**src/rtl/fwd_hazard_unit.sv**
```systemverilog
// Forwarding and load-use hazard unit: a scoreboard of in-flight register writers
// drives per-source forward selects and the load-use stall for the ID instruction.
module fwd_hazard_unit #(
    parameter int REG_AW     = 5,
    parameter int NUM_SRC    = 2,
    parameter int FWD_DEPTH  = 2,
    parameter int LOAD_STAGE = 2,
    parameter int SEL_W      = $clog2(FWD_DEPTH + 1)
) (
    input  logic                      clk,
    input  logic                      reset,
    input  logic                      id_valid,
    input  logic [REG_AW-1:0]         id_rd,
    input  logic                      id_we,
    input  logic                      id_is_load,
    input  logic [NUM_SRC*REG_AW-1:0] id_src,
    input  logic [NUM_SRC-1:0]        id_src_used,
    input  logic                      pipe_hold,
    input  logic                      flush,
    output logic [NUM_SRC*SEL_W-1:0]  fwd_sel,
    output logic                      stall,
    output logic [31:0]               stall_count
);

    // Slot 0 is the instruction in EX; slot k is k stages past EX.
    logic [FWD_DEPTH:0] slot_valid;
    logic [FWD_DEPTH:0] slot_load;
    logic [REG_AW-1:0]  slot_rd [0:FWD_DEPTH];

    logic               stall_raw;
    logic               found;
    logic [SEL_W-1:0]   sel;
    logic [REG_AW-1:0]  src;

    function automatic logic src_match(input logic v, input logic [REG_AW-1:0] rd,
                                       input logic [REG_AW-1:0] s, input logic used);
        return v && (rd != '0) && (rd == s) && used;
    endfunction

    always_comb begin
        fwd_sel   = '0;
        stall_raw = 1'b0;
        found     = 1'b0;
        sel       = '0;
        src       = '0;
        for (int i = 0; i < NUM_SRC; i++) begin
            src   = id_src[i*REG_AW +: REG_AW];
            found = 1'b0;
            sel   = '0;
            // Youngest matching producer wins; a too-young load still owns the select.
            for (int k = 1; k <= FWD_DEPTH; k++) begin
                if (!found && src_match(slot_valid[k], slot_rd[k], src, id_src_used[i])) begin
                    found = 1'b1;
                    sel   = k[SEL_W-1:0];
                    if (slot_load[k] && (k < LOAD_STAGE))
                        stall_raw = 1'b1;
                end
            end
            if (slot_load[0] && src_match(slot_valid[0], slot_rd[0], src, id_src_used[i]))
                stall_raw = 1'b1;
            fwd_sel[i*SEL_W +: SEL_W] = sel;
        end
        stall = id_valid && stall_raw;
    end

    always_ff @(posedge clk or posedge reset) begin
        if (reset) begin
            slot_valid  <= '0;
            slot_load   <= '0;
            for (int k = 0; k <= FWD_DEPTH; k++)
                slot_rd[k] <= '0;
            stall_count <= '0;
        end else if (!pipe_hold) begin
            for (int k = 1; k <= FWD_DEPTH; k++) begin
                slot_valid[k] <= slot_valid[k-1];
                slot_load[k]  <= slot_load[k-1];
                slot_rd[k]    <= slot_rd[k-1];
            end
            // A stalled, flushed or empty ID slot becomes a bubble in EX.
            if (flush || stall || !id_valid) begin
                slot_valid[0] <= 1'b0;
                slot_load[0]  <= 1'b0;
            end else begin
                slot_valid[0] <= id_we && (id_rd != '0);
                slot_load[0]  <= id_is_load;
                slot_rd[0]    <= id_rd;
            end
            if (stall && (stall_count != 32'hFFFF_FFFF))
                stall_count <= stall_count + 32'd1;
        end else if (flush) begin
            slot_valid[0] <= 1'b0;
            slot_load[0]  <= 1'b0;
        end
    end

endmodule
```
**config.mk**
```make
export PLATFORM = sky130hd
export DESIGN_NAME = fwd_hazard_unit
export DESIGN_NICKNAME = d
export VERILOG_FILES = /design/src/rtl/fwd_hazard_unit.sv
export SDC_FILE = /design/constraint.sdc
export NUM_CORES = 1
export LEC_CHECK = 0
export BUFFER_PORTS_ARGS = -buffer_cell sky130_fd_sc_hd__buf_4
export CORE_MARGIN = 2
export CORE_UTILIZATION = 45
export CTS_CLUSTER_DIAMETER = 120
export CTS_CLUSTER_SIZE = 30
export DETAILED_ROUTE_END_ITERATION = 7
export PLACE_DENSITY = 0.68
export SETUP_SLACK_MARGIN = 0.4
export SLEW_MARGIN = 20
export SYNTH_ARGS = -nofsm -noshare
export SYNTH_HDL_FRONTEND = slang
export SYNTH_SLANG_ARGS = --single-unit
export TNS_END_PERCENT = 1
```
**constraint.sdc**
```tcl
create_clock -name clk -period 3 [get_ports clk]
set_input_delay 0.45 -clock clk [delete_from_list [all_inputs] [get_ports clk]]
set_output_delay 0.45 -clock clk [all_outputs]
set_load 0.02 [all_outputs]
```
==> results of run 1 <==
[critical path: stages, from the launching register on]
cell	delay, ns
sky130_fd_sc_hd__dfrtp_2	0.46
sky130_fd_sc_hd__xor2_1	0.18
sky130_fd_sc_hd__nor4_2	0.28
sky130_fd_sc_hd__nand3_1	0.14
sky130_fd_sc_hd__a211o_2	0.37
sky130_fd_sc_hd__nand2_4	0.07
sky130_fd_sc_hd__and2_1	0.13
sky130_fd_sc_hd__buf_4	0.14
[area by class of cell]
cell class              instances  area [um2]
well taps                      75        93.8
multi-input cells             213        1510
inverters                       5        18.8
fillers                       562        2520
clock inverters                 1        8.76
repair buffers                 66         495
flip-flops and latches         52        1310
clock buffers                   6        82.6
[power by group through the flow]
stage / Clock (mW) / Sequential, mW / Combinational, mW
global placement: 0 / 0.852 / 0.229
floorplan: 0 / 0.823 / 0.174
detailed placement: 0 / 0.855 / 0.235
CTS: 0.420 / 0.842 / 0.235
global route: 0.448 / 0.851 / 0.274
finish: 0.408 / 0.844 / 0.245
[through the flow]
stage | total power [mW] | util | area, um2 | hold WS [ns]
3_3_place_gp | 1.08 | 0.560 | 3380 | 0.481
5_1_grt | 1.57 | 0.582 | 3510 | 0.259
6_report | 1.50 | 0.582 | 3510 | 0.218
4_1_cts | 1.50 | 0.578 | 3480 | 0.239
3_5_place_dp | 1.09 | 0.560 | 3380 | 0.496
2_1_floorplan | 0.997 | - | 2840 | 0.473
[cell usage in the layout, fill, tap and decap left out, types with 2 or more instances in the layout]
cell / count
sky130_fd_sc_hd__a21oi_1: 2
sky130_fd_sc_hd__and2_1: 2
sky130_fd_sc_hd__nand4_1: 17
sky130_fd_sc_hd__xor2_1: 16
sky130_fd_sc_hd__or4_1: 4
sky130_fd_sc_hd__nand3_1: 21
sky130_fd_sc_hd__nand2_1: 29
sky130_fd_sc_hd__o21ai_0: 3
sky130_fd_sc_hd__clkbuf_8: 6
sky130_fd_sc_hd__nor2b_1: 3
sky130_fd_sc_hd__inv_1: 4
sky130_fd_sc_hd__nor4_2: 2
sky130_fd_sc_hd__nor2_1: 9
sky130_fd_sc_hd__nor4_1: 5
sky130_fd_sc_hd__nand4b_1: 2
sky130_fd_sc_hd__dfrtp_2: 3
sky130_fd_sc_hd__mux2_2: 14
sky130_fd_sc_hd__nor3_1: 14
sky130_fd_sc_hd__buf_4: 66
sky130_fd_sc_hd__and3_1: 7
sky130_fd_sc_hd__xnor2_1: 44
sky130_fd_sc_hd__and4_1: 2
sky130_fd_sc_hd__mux2_4: 5
sky130_fd_sc_hd__dfrtp_1: 49
[sequential cells by signal (all words and copies together), names as in the netlist]
signal       count
slot_valid       3
slot_load        2
slot_rd         15
stall_count     32
[worst max-delay path by stage]
| stage | startpoint | end | slack, ns | cells after the start |
|---|---|---|---|---|
| after global routing | slot_rd[9] | stall | 0.38 | 7 |
| final | slot_rd[7] | stall | 0.49 | 7 |
| after CTS | slot_rd[9] | stall | 0.41 | 7 |
| after detailed placement | id_src[1] | slot_rd[10] | 0.44 | 8 |
| after floorplan | id_src[1] | stall | 0.71 | 7 |
| after global placement | id_src[1] | stall | 0.45 | 8 |
[kinds of logic (layout without fill, tap and decap cells)]
logic type | Yosys count | in the layout | share of synthesized area
AO/OA/AOI/OAI | 9 | 9 | 0.0207
multiplexers | 19 | 19 | 0.0819
flip-flops | 52 | 52 | 0.458
adder cells (fa/ha/maj) | 1 | 1 | 0.00440
XOR/XNOR | 60 | 60 | 0.185
buffers and inverters | 12 | 78 | 0.0198
AND/OR/NAND/NOR | 124 | 124 | 0.230
[timing repair]
action,4_1_cts,5_1_grt
gates resized for setup,3,4
endpoints found under the setup margin,1,6
buffers inserted,1,1
pin swaps,1,4
[cell usage after synthesis]
cell type / number / area share
sky130_fd_sc_hd__dfrtp_1: 52 / 0.46
sky130_fd_sc_hd__xnor2_1: 44 / 0.14
sky130_fd_sc_hd__nand2_1: 29 / 0.038
sky130_fd_sc_hd__nand3_1: 21 / 0.037
sky130_fd_sc_hd__nand4_1: 17 / 0.037
sky130_fd_sc_hd__xor2_1: 16 / 0.049
sky130_fd_sc_hd__mux2_2: 14 / 0.056
sky130_fd_sc_hd__nor3_1: 14 / 0.025
sky130_fd_sc_hd__nor2_1: 9 / 0.012
sky130_fd_sc_hd__and3_1: 7 / 0.015
sky130_fd_sc_hd__nor4_1: 7 / 0.015
sky130_fd_sc_hd__inv_1: 5 / 0.0066
sky130_fd_sc_hd__mux2_4: 5 / 0.026
sky130_fd_sc_hd__or4_1: 4 / 0.011
sky130_fd_sc_hd__buf_2: 3 / 0.0053
sky130_fd_sc_hd__nor2b_1: 3 / 0.0066
sky130_fd_sc_hd__o21ai_0: 3 / 0.0053
sky130_fd_sc_hd__a21oi_1: 2 / 0.0035
sky130_fd_sc_hd__and2_1: 2 / 0.0044
sky130_fd_sc_hd__and4_1: 2 / 0.0062
sky130_fd_sc_hd__clkbuf_1: 2 / 0.0026
sky130_fd_sc_hd__nand4b_1: 2 / 0.0062
sky130_fd_sc_hd__or3_1: 2 / 0.0044
sky130_fd_sc_hd__a211o_2: 1 / 0.0035
sky130_fd_sc_hd__buf_1: 1 / 0.0013
sky130_fd_sc_hd__buf_6: 1 / 0.0040
sky130_fd_sc_hd__ha_1: 1 / 0.0044
sky130_fd_sc_hd__nand2_2: 1 / 0.0022
sky130_fd_sc_hd__nand2b_1: 1 / 0.0022
sky130_fd_sc_hd__nand3b_1: 1 / 0.0026
sky130_fd_sc_hd__nor2_2: 1 / 0.0022
sky130_fd_sc_hd__o2111ai_1: 1 / 0.0031
sky130_fd_sc_hd__o21ai_2: 1 / 0.0031
sky130_fd_sc_hd__o22ai_1: 1 / 0.0022
sky130_fd_sc_hd__or2_2: 1 / 0.0022
[layer usage]
layer,vias up,routed length [um]
met5,-,0
met4,0,110
met3,10,305
met2,63,3150
met1,1120,3110
li1,1107,-
==> run_results.csv, run 1 <==
group,metric,value,unit
sta,finalCritPeriodShare,0.837,
clocking,cts.reportedPaths.clkPinSlew,0.09,ns
critical_path,critical_path_peak_fanout,5,
cells_and_area,fraction_of_layout_instances_using_a_drive_strength_above_1,0.303,
pwr,clockPowerShare,0.273,
sta,worst_slack,0.488,ns
drt,ant_nets,0,
cells_and_area,syn2layout_area_growth,23.6,%
clocking,numCtsBuffers,5,
critical_path,r2r.worst_path.cells,7,
global_routing,grt_start_max_net_pins,30,
sta,setup_viol,0,
global_routing,grt.total_usage,0.199,
drt,routed_wire_length_per_instance,16.0,um
placed_design,dp_cells,409,
cells_and_area,post_layout_nonfiller_instances,418,
critical_path,timing.critical_path.required,2.55,ns
synth,synth.net_count,302,
synth,post_synth.cell_area_avg,10.3,um2
die,placeableCoreArea,6030,um2
critical_path,timing.critical_path.arrival,2.06,ns
critical_path,regToRegSetupSlack,0.57,ns
drt,detail_route.drc_violations,0,
cells_and_area,antenna-diode-count,0,
sta,tightest_slew,0.617,ns
synth,count_of_mapped_cells_out_of_synthesis,277,
pwr,netSwitchingFraction,0.277,
pwr,power.ir.vdd_worst,0.285,mV
hold_path,worstHoldPathType,"in2async",
synth,synth_area,2840,um2
sta,fmax,398,MHz
synth,yosys_register_bits,52,
global_routing,grt_overflow,0,
sta,hold_violations,0,
critical_path,critPathCaptureType,"output pin",
cells_and_area,nNetsFinal,368,
global_routing,globalRoute.busiestLayer,"met2",
critical_path,criticalPathCategory,"reg2out",
pwr,p_int,1.08,mW
die,die-area,6960,um2
drt,drt_iter0_drc,106,
sta,timing_max_transition_violations_final,0,
sta,tns,0,ns
clocking,cts.root.buffer_cell,"sky130_fd_sc_hd__clkbuf_8",
critical_path,critPathLaunchType,"flop",
placed_design,port_buffers,60,
global_routing,grt_antenna_before_repair,0,
sta,fin_crit,2.51,ns
synth,ys_types,35,
global_routing,globalRouteMet2Util,0.320,
synth,synth_warnings,0,
global_routing,grt_first_pass_wirelength,11.4,mm
sta,relative_slew_slack,0.588,
clocking,worst_skew_pair.late_latency,0.30,ns
pwr,power_leakage,1.50,nW
clocking,htree_num_levels,2,
pwr,power_frac_comb,0.164,
clocking,tritoncts_num_sinks,52,
die,std_cell_rows,28,
clocking,cts_tree,"done",
global_routing,global_route_met3_usage,0.0348,
pwr,power_density,426,nW/um2
placed_design,place_hpwl,5.07,mm
job,maxCapViolations,0,
critical_path,worstReg2RegEnd,"slot_rd[14]",
die,die_height,83.4,um
placed_design,place_congestion,0.836,
clocking,cts_hold_buffers,0,
placed_design,placement.setup.worst_slack,0.439,ns
die,initial_utilization,0.471,
synth,synth.yosys.seq_area_share,0.458,
die,width_of_the_die,83.4,um
die,i_o_pin_cnt,61,
clocking,ctsLongestPathBuffers,2,
drt,viasPerCell,5.50,
sta,unrepaired_setup_endpoints_after_global_routing,"yes",
critical_path,timing.rr.start,"slot_rd[8]",
run_status,status,"finished, final reports clean",
pwr,seqPwrFrac,0.564,
global_routing,groute.layer.met1.usage,0.275,
sta,clock_skew,0.0122,ns
drt,routed_wl,6.68,mm
drt,drtPass1Iterations,5,
pwr,power.net_switching,0.414,mW
global_routing,grt_pass1_vias,2333,
drt,route.vias.total,2300,
No activity file was read; power rests on OpenSTA's default activity.
==> run 2, diff against run 1 <==
- clock period: 3 -> 2.4 ns (I/O delays scaled with it)
==> run 2 against run 1 <==
Against the previous run: the run now ends with negative setup slack left; hold slack got worse by 0.072 ns; clock skew is 0.0050 ns lower; first-iteration DRC count increased by 62%; register-to-register slack got worse by 0.64 ns; via count is 5.8% higher; critical path depth is 1 higher; clock-buffer cell count unchanged; sequential power grew 21%; power up 36%; routed wire length up 6.8%; combinational power is 67% higher; worst setup slack got worse by 0.56 ns; largest power group unchanged.
==> run_results.csv, run 2 (synthesis gave the netlist of run 1 again) <==
group,metric,value,unit
run_status,status,"finished with violations",
run_status,violated_checks,"negative setup slack",
sta,relative_slew_slack,0.556,
critical_path,regToRegSetupSlack,-0.07,ns
cells_and_area,fraction_of_layout_instances_using_a_drive_strength_above_1,0.388,
pwr,power_leakage,1.64,nW
critical_path,crit_end,"slot_rd[10]",
pwr,p_int,1.48,mW
global_routing,grt_overflow,0,
critical_path,worstReg2RegEnd,"slot_rd[10]",
clocking,cts_tree,"done",
sta,worst_slack,-0.0695,ns
drt,ant_nets,0,
global_routing,grt_antenna_before_repair,0,
clocking,cts.reportedPaths.clkPinSlew,0.10,ns
die,die-area,6960,um2
die,initial_utilization,0.471,
cells_and_area,registers.top_by_ff_count,"stall_count",
sta,fmax,405,MHz
job,maxCapViolations,0,
die,std_cell_rows,28,
sta,finalCritPeriodShare,1.03,
drt,drt_iter0_drc,172,
global_routing,grt_start_max_net_pins,34,
critical_path,critical_path_peak_fanout,5,
sta,setup_viol,6,
critical_path,startpoint,"slot_rd[6]",
die,die_height,83.4,um
critical_path,r2r.worst_path.cells,8,
critical_path,worst-path-stages,8,
cells_and_area,biggestRegsByFlops,"stall_count: 32 flops, slot_rd: 15 flops, slot_valid: 3 flops",
pwr,power.ir.vdd_worst,0.392,mV
pwr,power_density,533,nW/um2
cells_and_area,fillers,499,
critical_path,critPathCaptureType,"flop",
placed_design,place_hpwl,5.15,mm
sta,hold_violations,0,
clocking,cts.root.buffer_cell,"sky130_fd_sc_hd__clkbuf_8",
global_routing,grt_pass1_vias,2446,
cells_and_area,post_layout_nonfiller_instances,438,
drt,detail_route.drc_violations,0,
placed_design,placement.setup.worst_slack,0.0373,ns
drt,drtPass1Iterations,4,
cells_and_area,antenna-diode-count,0,
sta,hold_worst_slack,0.146,ns
sta,unrepaired_setup_endpoints_after_global_routing,"yes",
critical_path,crit_path_cell_trace,"buf_4, or4_4, o21ai_4, a211o_4, nand2_4, buf_4, or3_4, mux2_4",
sta,fin_crit,2.47,ns
critical_path,critPathLaunchType,"flop",
die,width_of_the_die,83.4,um
placed_design,port_buffers,60,
drt,routed_wl,7.13,mm
pwr,clockPowerShare,0.295,
die,i_o_pin_cnt,61,
critical_path,critical_path.most_common_cell,"sky130_fd_sc_hd__buf_4",
critical_path,critPathTopFamily,"simple AND/OR/NAND/NOR gates",
drt,routed_wire_length_per_instance,16.3,um
placed_design,dp_cells,422,
global_routing,grt_first_pass_wirelength,11.9,mm
placed_design,place_congestion,0.831,
critical_path,timing.critical_path.arrival,2.66,ns
cells_and_area,largest_reg_flops,32,
critical_path,slowest_stage,"sky130_fd_sc_hd__or4_4",
clocking,tritoncts_num_sinks,52,
critical_path,timing.critical_path.buf_inv,2,
sta,clock_skew,0.00723,ns
drt,route.vias.total,2433,
clocking,numCtsBuffers,5,
cells_and_area,nNetsFinal,387,
critical_path,criticalPathCategory,"reg2reg",
sta,tightest_slew,0.666,ns
drt,viasPerCell,5.55,
critical_path,timing.rr.start,"slot_rd[6]",
clocking,worst_skew_pair.late_latency,0.31,ns
pwr,power_frac_comb,0.202,
sta,timing_max_transition_violations_final,0,
hold_path,worstHoldPathType,"in2async",
die,placeableCoreArea,6030,um2
cells_and_area,layout_commonest_cell,"sky130_fd_sc_hd__buf_4",
pwr,netSwitchingFraction,0.270,
cells_and_area,most-common-layout-cells,"81 x sky130_fd_sc_hd__buf_4, 50 x sky130_fd_sc_hd__dfrtp_1, 42 x sky130_fd_sc_hd__xnor2_1",
pwr,post-layout-total-power,2.03,mW
cells_and_area,syn2layout_area_growth,34.0,%
critical_path,critical-path-max-stage-delay,0.49,ns
clocking,ctsLongestPathBuffers,2,
pwr,power.net_switching,0.548,mW
cells_and_area,core_util_final,0.632,
global_routing,grt.total_usage,0.208,
clocking,htree_num_levels,2,
pwr,seqPwrFrac,0.502,
critical_path,timing.critical_path.required,2.59,ns
[run 2: changes by cell type in the layout (fill, tap and decap cells not counted), sizes merged]
cell | previous run | this run
buf | 66 | 85
bufinv | 0 | 1
[run 2: layer usage]
metal | vias up | share of wire | global-route usage | wire, um
met1 | 1220 | 0.45 | 0.284 | 3210
met2 | 64 | 0.49 | 0.343 | 3490
met4 | 0 | 0.013 | 0.0557 | 91
met5 | - | 0 | 0 | 0
met3 | 8 | 0.047 | 0.0358 | 338
li1 | 1141 | - | - | -
[run 2: cell type report]
class / instances / area [um2] / area share
multi-input cells: 213 / 1620 / 0.425
flip-flops and latches: 52 / 1300 / 0.343
repair buffers: 85 / 666 / 0.175
well taps: 75 / 93.8 / 0.0247
clock buffers: 6 / 72.6 / 0.0191
clock inverters: 2 / 35.0 / 0.00920
inverters: 5 / 18.8 / 0.00493
[run 2: worst min path at each step]
stage / start / endpoint / cells after the start
2_1_floorplan: flush / slot_valid[0] / 1
3_3_place_gp: slot_valid[2] / slot_valid[2] / 1
3_5_place_dp: stall_count[18] / stall_count[18] / 1
4_1_cts: reset / slot_rd[14] / 2
5_1_grt: reset / slot_rd[14] / 2
6_report: reset / slot_rd[14] / 2
[run 2: through the flow]
step | cell area, um2 | TNS, ns
floorplan | 2850 | 0
global route | 3810 | -0.986
finish | 3810 | -0.361
detailed placement | 3480 | 0
global placement | 3480 | 0
CTS | 3700 | -0.102
[run 2: power by group through the flow]
| stage | clock network [mW] | registers (mW) | logic [mW] |
|---|---|---|---|
| 2_1_floorplan | 0 | 1.03 | 0.218 |
| 3_3_place_gp | 0 | 1.04 | 0.348 |
| 3_5_place_dp | 0 | 1.04 | 0.353 |
| 4_1_cts | 0.608 | 1.02 | 0.388 |
| 5_1_grt | 0.643 | 1.03 | 0.448 |
| 6_report | 0.600 | 1.02 | 0.410 |
[run 2: what timing repair did]
action | in CTS | in global routing
buffers inserted | 6 | 2
setup endpoints to repair | 43 | 44
resized for setup | 18 | 18
pin swaps | 9 | 20
hold buffers | 0 | 0
gates cloned | 0 | 0
==> run 3, diff against run 2 <==
- CORE_MARGIN: 2 -> not set
- clock period: 2.4 -> 3.02 ns (I/O delays scaled with it)
==> run 3 against run 2 <==
Against the previous run: the run now ends clean; flip-flop and latch count unchanged; hold slack better by 0.099 ns; final area down 6.2%; utilization down 3.6 points; global-route usage up 1.4 points; die area down 4.7%; sequential share of layout area up 2.2 points; clock-buffer cell count unchanged; register-to-register slack better by 0.55 ns; critical endpoint is now stall; largest power group unchanged; highest routed layer unchanged.
==> run_results.csv, run 3 (synthesis gave the netlist of run 1 again) <==
group,metric,value,unit
cells_and_area,largest_reg_flops,32,
drt,drt_iter0_drc,136,
clocking,numCtsBuffers,5,
drt,route.vias.total,2332,
critical_path,worst-path-stages,8,
clocking,tritoncts_num_sinks,52,
sta,unrepaired_setup_endpoints_after_global_routing,"yes",
cells_and_area,antenna-diode-count,0,
drt,routed_wire_length_per_instance,15.8,um
critical_path,critPathTopFamily,"simple AND/OR/NAND/NOR gates",
critical_path,regToRegSetupSlack,0.48,ns
global_routing,grt_pass1_vias,2267,
placed_design,place_congestion,0.835,
critical_path,critical-path-max-stage-delay,0.40,ns
critical_path,timing.rr.start,"slot_rd[11]",
critical_path,timing.critical_path.buf_inv,2,
drt,ant_nets,0,
global_routing,grt_start_max_net_pins,33,
critical_path,critPathLaunchType,"flop",
cells_and_area,fraction_of_layout_instances_using_a_drive_strength_above_1,0.314,
drt,viasPerCell,5.49,
cells_and_area,nNetsFinal,374,
pwr,power_density,426,nW/um2
placed_design,dpl_cell_area,3390,um2
sta,hold_violations,0,
die,i_o_pin_cnt,61,
critical_path,worstReg2RegEnd,"slot_rd[10]",
critical_path,crit_path_cell_trace,"buf_6, xor2_2, nor4_2, nand3_1, a211o_2, nand2_4, and2_4, buf_6",
job,maxCapViolations,0,
die,width_of_the_die,81.4,um
cells_and_area,post-route-cell-area,3570,um2
drt,detail_route.drc_violations,0,
critical_path,slowest_stage,"sky130_fd_sc_hd__dfrtp_1",
cells_and_area,biggestRegsByFlops,"stall_count: 32 flops, slot_rd: 15 flops, slot_valid: 3 flops",
clocking,cts_tree,"done",
run_status,status,"finished, final reports clean",
die,initial_utilization,0.474,
clocking,cts.root.buffer_cell,"sky130_fd_sc_hd__clkbuf_8",
critical_path,timing.critical_path.arrival,2.13,ns
cells_and_area,most-common-layout-cells,"70 x sky130_fd_sc_hd__buf_4, 51 x sky130_fd_sc_hd__dfrtp_1, 44 x sky130_fd_sc_hd__xnor2_1",
sta,fin_crit,2.58,ns
die,std_cell_rows,28,
critical_path,criticalPathCategory,"reg2out",
sta,setup_viol,0,
critical_path,crit_end,"stall",
pwr,power.ir.vdd_worst,0.292,mV
critical_path,timing.critical_path.required,2.57,ns
sta,tns,0,ns
sta,clock_skew,0.00644,ns
sta,finalCritPeriodShare,0.855,
sta,relative_slew_slack,0.552,
drt,routed_wl,6.71,mm
clocking,htree_num_levels,2,
die,die_height,81.4,um
cells_and_area,syn2layout_area_growth,25.7,%
die,die-area,6630,um2
pwr,power_leakage,1.53,nW
placed_design,place_hpwl,5.01,mm
critical_path,startpoint,"slot_rd[7]",
cells_and_area,registers.top_by_ff_count,"stall_count",
critical_path,critical_path.most_common_cell,"sky130_fd_sc_hd__buf_6",
clocking,worst_skew_pair.late_latency,0.30,ns
cells_and_area,layout_commonest_cell,"sky130_fd_sc_hd__buf_4",
die,placeableCoreArea,5990,um2
clocking,ctsLongestPathBuffers,2,
cells_and_area,core_util_final,0.596,
hold_path,worstHoldPathType,"in2async",
sta,tightest_slew,0.671,ns
global_routing,grt_antenna_before_repair,0,
placed_design,port_buffers,60,
global_routing,grt_first_pass_wirelength,11.1,mm
global_routing,grt.total_usage,0.221,
sta,timing_max_transition_violations_final,0,
critical_path,critPathCaptureType,"output pin",
sta,fmax,387,MHz
critical_path,critical_path_peak_fanout,3,
global_routing,grt_overflow,0,
sta,hold_worst_slack,0.245,ns
drt,drtPass1Iterations,4,
critical_path,r2r.worst_path.cells,6,
clocking,cts.reportedPaths.clkPinSlew,0.09,ns
[run 3: worst min path at each step]
| stage | start | endpoint | slack [ns] | cells past startpoint |
|---|---|---|---|---|
| 6_report | reset | stall_count[13] | 0.24 | 2 |
| 5_1_grt | reset | stall_count[13] | 0.30 | 2 |
| 4_1_cts | reset | stall_count[17] | 0.27 | 2 |
| 3_5_place_dp | stall_count[23] | stall_count[23] | 0.49 | 1 |
| 3_3_place_gp | slot_load[1] | slot_load[1] | 0.49 | 1 |
| 2_1_floorplan | slot_valid[2] | slot_valid[2] | 0.47 | 1 |
[run 3: stage by stage]
stage	setup WS [ns]	total power [mW]	cells
2_1_floorplan	0.729	0.991	277
5_1_grt	0.326	1.59	425
4_1_cts	0.419	1.50	422
3_3_place_gp	0.598	1.07	411
6_report	0.438	1.52	425
3_5_place_dp	0.510	1.08	411
[run 3: layout make-up]
type / count / area (um2)
Inverter: 5 / 18.8
Tap cell: 75 / 93.8
Multi-Input combinational cell: 213 / 1510
Timing Repair Buffer: 72 / 548
Clock buffer: 6 / 82.6
Fill cell: 526 / 2420
Clock inverter: 2 / 15.0
Sequential cell: 52 / 1300
[run 3: power breakdown]
group          internal [mW]  switching (mW)  total (mW)
Clock                  0.186           0.234       0.420
Combinational          0.158           0.112       0.270
Sequential             0.747          0.0829       0.830
[run 3: per-layer routing]
metal | up-vias | global-route usage | wire, um
met2 | 63 | 0.344 | 3150
met5 | - | 0 | 0
li1 | 1114 | - | -
met1 | 1150 | 0.322 | 3170
met4 | 0 | 0.0500 | 52
met3 | 5 | 0.0378 | 337
[run 3: timing repair]
| item | 4_1_cts | 5_1_grt |
|---|---|---|
| setup buffers | 3 | 3 |
| pin swaps | 2 | 6 |
| hold buffers | 0 | 0 |
| endpoints found under the setup margin | 1 | 1 |
| cloned | 0 | 0 |
| gates resized for setup | 2 | 6 |
